$ cat src/rtl/mem_access_unit.sv
// mem_access_unit: M-stage data-memory access unit.
// Turns each load/store sitting in M into a single req/ack bus transaction,
// generates byte enables and store lanes, flags address exceptions and
// returns sign/zero-extended load data for W. The pipeline is stalled from
// issue until the bus acknowledges, then released for exactly one cycle.
// Optional feature: define BUS_TIMEOUT_EN to bound the WAIT state by
// TIMEOUT_CYCLES and report a bus error (exc_out = 7) on expiry.
module mem_access_unit #(
    parameter logic [31:0] ADDR_LIMIT     = 32'h0000_7F1B,
    parameter int unsigned TIMEOUT_CYCLES = 16
) (
    input  logic        clk,
    input  logic        reset,
    input  logic [31:0] addr,
    input  logic [31:0] wdata_in,
    input  logic        mem_rd,
    input  logic        mem_wr,
    input  logic [1:0]  hbw,
    input  logic        dm_ext,
    input  logic [3:0]  error_in,
    input  logic        flush,
    output logic [31:0] bus_addr,
    output logic [31:0] bus_wdata,
    output logic [3:0]  bus_be,
    output logic        bus_we,
    output logic        bus_req,
    input  logic [31:0] bus_rdata,
    input  logic        bus_ack,
    output logic        mem_stall,
    output logic [31:0] dr,
    output logic [4:0]  exc_out,
    output logic        bus_err
);

    typedef enum logic [1:0] {
        S_IDLE = 2'd0,
        S_WAIT = 2'd1,
        S_DONE = 2'd2
    } state_t;

    state_t      state_q, state_d;
    logic [31:0] bus_addr_q, bus_addr_d;
    logic [31:0] bus_wdata_q, bus_wdata_d;
    logic [3:0]  bus_be_q, bus_be_d;
    logic        bus_we_q, bus_we_d;
    logic        bus_req_q, bus_req_d;
    logic [31:0] dr_q, dr_d;
    logic        abort_q, abort_d;
    // Access attributes captured at issue so the extension does not depend
    // on whatever the (possibly flushed) M stage holds when ack arrives.
    logic        ld_q, ld_d;
    logic [1:0]  size_q, size_d;
    logic        ext_q, ext_d;
    logic [1:0]  lane_q, lane_d;

`ifdef BUS_TIMEOUT_EN
    localparam int CNT_W = $clog2(TIMEOUT_CYCLES + 1);
    logic [CNT_W-1:0] cnt_q, cnt_d;
    logic             bus_err_q, bus_err_d;
`endif

    logic        is_word, is_half;
    logic        addr_err, go;
    logic [3:0]  be_new;
    logic [31:0] wdata_new;
    logic [15:0] ld_half;
    logic [7:0]  ld_byte;
    logic [31:0] load_ext;

    // Decode the M-stage access: legality, issue condition, lanes and enables
    always_comb begin
        // NOTE: every variable written here gets a default first so no latch is inferred.
        is_word   = (hbw == 2'b00);
        is_half   = (hbw == 2'b01);
        addr_err  = 1'b0;
        if (is_word && addr[1:0] != 2'b00)            addr_err = 1'b1;
        if (is_half && addr[0])                        addr_err = 1'b1;
        if (addr > ADDR_LIMIT)                         addr_err = 1'b1;
        if (mem_wr && !is_word && addr >= 32'h0000_7F00) addr_err = 1'b1;
        go = (mem_rd | mem_wr) & (error_in == 4'd0) & ~addr_err & ~flush;

        if (is_word) begin
            be_new    = 4'b1111;
            wdata_new = wdata_in;
        end else if (is_half) begin
            be_new    = addr[1] ? 4'b1100 : 4'b0011;
            wdata_new = {2{wdata_in[15:0]}};
        end else begin
            be_new    = 4'b0001 << addr[1:0];
            wdata_new = {4{wdata_in[7:0]}};
        end
    end

    // Select and extend the returned load lane using the issue-time attributes
    always_comb begin
        ld_half = lane_q[1] ? bus_rdata[31:16] : bus_rdata[15:0];
        ld_byte = bus_rdata[{lane_q, 3'b000} +: 8];
        if (size_q == 2'b00) begin
            load_ext = bus_rdata;
        end else if (size_q == 2'b01) begin
            load_ext = {{16{ext_q & ld_half[15]}}, ld_half};
        end else begin
            load_ext = {{24{ext_q & ld_byte[7]}}, ld_byte};
        end
    end

    // Next-state logic for the IDLE -> WAIT -> DONE handshake
    always_comb begin
        state_d     = state_q;
        bus_addr_d  = bus_addr_q;
        bus_wdata_d = bus_wdata_q;
        bus_be_d    = bus_be_q;
        bus_we_d    = bus_we_q;
        bus_req_d   = bus_req_q;
        dr_d        = dr_q;
        abort_d     = abort_q;
        ld_d        = ld_q;
        size_d      = size_q;
        ext_d       = ext_q;
        lane_d      = lane_q;
`ifdef BUS_TIMEOUT_EN
        cnt_d       = cnt_q;
        bus_err_d   = bus_err_q;
`endif
        unique case (state_q)
            S_IDLE: begin
                if (go) begin
                    bus_addr_d  = {addr[31:2], 2'b00};
                    bus_wdata_d = wdata_new;
                    bus_be_d    = be_new;
                    bus_we_d    = mem_wr & ~mem_rd;
                    bus_req_d   = 1'b1;
                    ld_d        = mem_rd;
                    size_d      = hbw;
                    ext_d       = dm_ext;
                    lane_d      = addr[1:0];
                    abort_d     = 1'b0;
`ifdef BUS_TIMEOUT_EN
                    cnt_d       = '0;
`endif
                    state_d     = S_WAIT;
                end
            end
            S_WAIT: begin
                // The request stays up after a flush so the bus transaction
                // always completes; only the pipeline-visible result is dropped.
                if (flush) abort_d = 1'b1;
                if (bus_ack) begin
                    bus_req_d = 1'b0;
                    bus_we_d  = 1'b0;
                    abort_d   = 1'b0;
                    if (abort_q || flush) begin
                        state_d = S_IDLE;
                    end else begin
                        if (ld_q) dr_d = load_ext;
                        state_d = S_DONE;
                    end
                end
`ifdef BUS_TIMEOUT_EN
                else if (cnt_q == CNT_W'(TIMEOUT_CYCLES - 1)) begin
                    bus_req_d = 1'b0;
                    bus_we_d  = 1'b0;
                    abort_d   = 1'b0;
                    // A flushed access must not raise a bus error afterwards.
                    if (abort_q || flush) begin
                        state_d = S_IDLE;
                    end else begin
                        bus_err_d = 1'b1;
                        state_d   = S_DONE;
                    end
                end else begin
                    cnt_d = cnt_q + 1'b1;
                end
`endif
            end
            S_DONE: begin
                state_d = S_IDLE;
`ifdef BUS_TIMEOUT_EN
                bus_err_d = 1'b0;
`endif
            end
            default: state_d = S_IDLE;
        endcase
    end

    // State and registered bus outputs, all cleared by the asynchronous reset
    always_ff @(posedge clk or posedge reset) begin
        // NOTE: clocked state uses non-blocking assignments only; comb blocks use blocking.
        if (reset) begin
            state_q     <= S_IDLE;
            bus_addr_q  <= '0;
            bus_wdata_q <= '0;
            bus_be_q    <= '0;
            bus_we_q    <= 1'b0;
            bus_req_q   <= 1'b0;
            dr_q        <= '0;
            abort_q     <= 1'b0;
            ld_q        <= 1'b0;
            size_q      <= 2'b00;
            ext_q       <= 1'b0;
            lane_q      <= 2'b00;
`ifdef BUS_TIMEOUT_EN
            cnt_q       <= '0;
            bus_err_q   <= 1'b0;
`endif
        end else begin
            state_q     <= state_d;
            bus_addr_q  <= bus_addr_d;
            bus_wdata_q <= bus_wdata_d;
            bus_be_q    <= bus_be_d;
            bus_we_q    <= bus_we_d;
            bus_req_q   <= bus_req_d;
            dr_q        <= dr_d;
            abort_q     <= abort_d;
            ld_q        <= ld_d;
            size_q      <= size_d;
            ext_q       <= ext_d;
            lane_q      <= lane_d;
`ifdef BUS_TIMEOUT_EN
            cnt_q       <= cnt_d;
            bus_err_q   <= bus_err_d;
`endif
        end
    end

`ifdef BUS_TIMEOUT_EN
    assign bus_err = bus_err_q;
`else
    assign bus_err = 1'b0;
`endif

    assign bus_addr  = bus_addr_q;
    assign bus_wdata = bus_wdata_q;
    assign bus_be    = bus_be_q;
    assign bus_we    = bus_we_q;
    assign bus_req   = bus_req_q;
    assign dr        = dr_q;

    // Pipeline stall and exception code presented to CP0
    always_comb begin
        unique case (state_q)
            S_IDLE:  mem_stall = go;
            S_WAIT:  mem_stall = 1'b1;
            default: mem_stall = 1'b0;
        endcase

        if (error_in != 4'd0)                   exc_out = {1'b0, error_in};
        else if (mem_rd && addr_err)            exc_out = 5'd4;
        else if (mem_wr && addr_err)            exc_out = 5'd5;
        else if (state_q == S_DONE && bus_err)  exc_out = 5'd7;
        else                                    exc_out = 5'd0;
    end

endmodule

$ cat config.mk
export PLATFORM = sky130hd
export DESIGN_NAME = mem_access_unit
export DESIGN_NICKNAME = d
export VERILOG_FILES = /design/src/rtl/mem_access_unit.sv
export SDC_FILE = /design/constraint.sdc
export NUM_CORES = 1
export LEC_CHECK = 0
export CAP_MARGIN = 20
export CORE_MARGIN = 5
export CORE_UTILIZATION = 47
export CTS_CLUSTER_SIZE = 14
export DETAILED_ROUTE_END_ITERATION = 16
export PLACE_DENSITY = 0.86
export REMOVE_ABC_BUFFERS = 1
export SETUP_SLACK_MARGIN = 0.4
export SYNTH_ARGS = -nofsm -noshare
export SYNTH_HDL_FRONTEND = slang
export SYNTH_SLANG_ARGS = --single-unit
export TNS_END_PERCENT = 100
$ cat constraint.sdc
create_clock -name clk -period 7.4 [get_ports clk]
set_input_delay 1.11 -clock clk [delete_from_list [all_inputs] [get_ports clk]]
set_output_delay 1.11 -clock clk [all_outputs]
set_load 0.05 [all_outputs]
==> impl_metrics.tcl <==
set metrics [dict create \
    fin_cells 795 \
    synth-seq-cells 109 \
    die_area_mm2 0.0136 \
    clockBufferDepth 2 \
    synth_edf_count 0 \
    worstSetupPathType "primary input to output port" \
    crit_path_start_kind "primary input" \
    io_pins 218 \
    crit_slowest_cell "clkdlybuf4s50_1" \
    layout.area.seq_mm2 0.00273 \
    total_power_mw 1.19 \
    drv_slew 0 \
    period_needed_ps 5600 \
    max_slew_margin_pct 31.1 \
    r2r_slack_ps 4720 \
    io_buffers 213 \
    synth.distinct_cells 50 \
    cp_num_buf_inv 3 \
    ys.flop_type "dfrtp_1" \
    grt_pass1_wl_um 23200 \
    start_util_pct 47.3 \
    ys_seq_area_share_pct 51.1 \
    wire_per_inst_um 18.5 \
    clk_latency_ps 340 \
    grtUsageTotal_pct 21.8 \
    layout_setup_ws_ps 1800 \
    cpPeakStageDelay_ps 1110 \
    grt_max_degree 58 \
    via_count 4304 \
    drt_iter0_markers 281 \
    ctsHtreeMaxLevel 3 \
    core_area_mm2 0.0113 \
    worst_hold_path_type "flop to flop" \
    clk_pin_slew_ps 60 \
    power_density_mw_per_mm2 153 \
    ctsHoldBuffers 0 \
    p_leak_nw 3.50 \
    cts_resized 0 \
    dp_slack_ps 1840 \
    ys_warn_count 0 \
    gp_congestion 0.865 \
    finalSetupViolCount 0 \
    num_rows 39 \
    critPathMostFrequentCell "clkdlybuf4s50_1" \
    cp.arrival_ps 4490 \
    final_nets 757 \
    status "finished clean" \
    final.period_utilization_pct 75.7 \
    die_h_um 117 \
    cts_setup_buffers 0 \
    synth_area_leaders "dfrtp_1 (51%), mux2_4 (14%), mux2_2 (4.4%)" \
    post-dp-hpwl_um 11300 \
    multi_input_area_mm2 0.00235 \
    synth_top_area_share_pct 51.1 \
    path_delay_family "buffers and inverters" \
    fin_skew_ps 9.12 \
    area_growth_pct 45.5 \
    clockRootBuffer "clkbuf_16" \
    worst_pin_slew_ps 1020 \
    avgSynthCellArea_um2 11.9 \
    overflow 0 \
    first_pass_iters 5 \
    required_ps 6290 \
    die_x_um 117 \
    viasPerCell 5.41 \
    wl_um 14700 \
    path_cells "clkdlybuf4s50_1 > inv_1 > a2111o_1 > or4_1 > a21oi_1 > clkdlybuf4s50_1" \
    synthCells 448 \
    cts-buffers-inserted 9 \
    antenna_cells 0 \
    path_max_fanout 31 \
    fin_util_pct 68.8 \
    drive_above_1_share_pct 14.7 \
    end_kind "output port" \
    ant_nets 0 \
    setup-tns-final_ps 0 \
    nFillCells 844 \
    grt_pass1_vias 4532 \
    maxCapViolCount 0 \
    clkSinkCount 109 \
    cts_tree "built" \
    synth-async-reset-ratio_pct 100 \
    post-route-drc-count 0 \
    antenna_found_initial 0 \
    fmaxAchievable_mhz 179 \
    finalHoldViolCount 0 \
    ir_worst_vdd_mv 0.105 \
    yosys.area.top_type "dfrtp_1" \
    dp.cells 780 \
    syn_area_mm2 0.00533 \
    rsz0062_at_grt "no" \
]
==> layer usage <==
| layer | GRT usage (%) | share of wire [%] | up-vias |
|---|---|---|---|
| li1 | - | - | 1987 |
| met1 | 26.6 | 39 | 2092 |
| met2 | 36.5 | 49 | 188 |
| met3 | 5.54 | 8.4 | 37 |
| met4 | 9.48 | 2.9 | 0 |
| met5 | 0 | 0 | - |
==> layout make-up <==
| cell class | instances | share of cell area [%] |
|---|---|---|
| Sequential cell | 109 | 35.2 |
| Multi-Input combinational cell | 294 | 30.2 |
| Timing Repair Buffer | 218 | 28.0 |
| Clock buffer | 13 | 3.10 |
| Tap cell | 143 | 2.31 |
| Inverter | 16 | 0.806 |
| Clock inverter | 2 | 0.451 |
==> where the power goes <==
group          internal [mW]  switching [mW]
Clock                  0.261           0.203
Combinational         0.0694          0.0564
Sequential             0.596         0.00136
==> state kept, by name, summed over array words and instances (netlist names), 2 cells and up <==
signal and count:
bus_addr 30, bus_be 4, bus_wdata 32, dr 32, lane_q 2, size_q 2
state_q 2
==> worst paths after layout <==
path / cells after the start / startpoint / endpoint
max: 6 / hbw[1] / mem_stall
min: 2 / dr[1] / dr[1]
max reg2reg: 5 / state_q[1] / dr[20]
min reg2reg: 2 / dr[1] / dr[1]
max in group asynchronous: 3 / reset / bus_wdata[24]
min in group asynchronous: 2 / reset / bus_addr[24]
==> through the flow <==
stage               hold slack, ps  area (um2)
global route                   516        7760
finish                         480        7760
CTS                            485        7760
detailed placement             471        7480
global placement               462        7480
floorplan                      476        5120
==> worst reg2reg max path: stages (launching register included) <==
cell and delay, ps:
dfrtp_1 430, nand3b_1 320, or4b_2 990, a21oi_1 440, buf_4 280, a21oi_1 100
==> cell usage in the layout, fill, tap and decap left out, types with 2 or more instances in the layout <==
cell and count:
o21ai_0 26, o31ai_1 8, clkdlybuf4s50_1 213, buf_4 5, mux2_2 21, nand2_1 42, clkbuf_16 9, clkbuf_1 4
nor2b_1 13, a222oi_1 7, nor2_1 24, a21oi_1 21, and3_1 7, a31o_2 2, mux2_4 50, inv_1 15
mux2i_1 12, or4_1 2, nand3_1 2, nor3_1 5, nand3b_1 2, or3_1 2, nor4_1 2, dfrtp_1 109
and2_1 2, and2b_1 6, a22o_1 7, conb_1 4, a211oi_1 8
==> logic make-up (layout without fill, tap and decap cells) <==
group / Yosys count / in the layout / share of synthesized area, %
compound gates: 90 / 90 / 11.2
buf+inv: 48 / 249 / 5.42
flops: 109 / 109 / 51.1
mux: 84 / 84 / 21.2
other cells: 1 / 4 / 0.0703
simple gates: 116 / 116 / 11.0
==> Yosys cell counts (5+ instances only) <==
cell type  count
dfrtp_1      109
mux2_4        50
nand2_1       42
o21ai_0       26
nor2_1        24
a21oi_1       21
mux2_2        21
clkbuf_1      19
inv_1         16
nor2b_1       13
mux2i_1       12
a211oi_1       8
o31ai_1        8
a222oi_1       7
a22o_1         7
and3_1         7
and2b_1        6
buf_12         5
buf_4          5
nor3_1         5
Note: power is estimated with default switching activity, not from simulation.
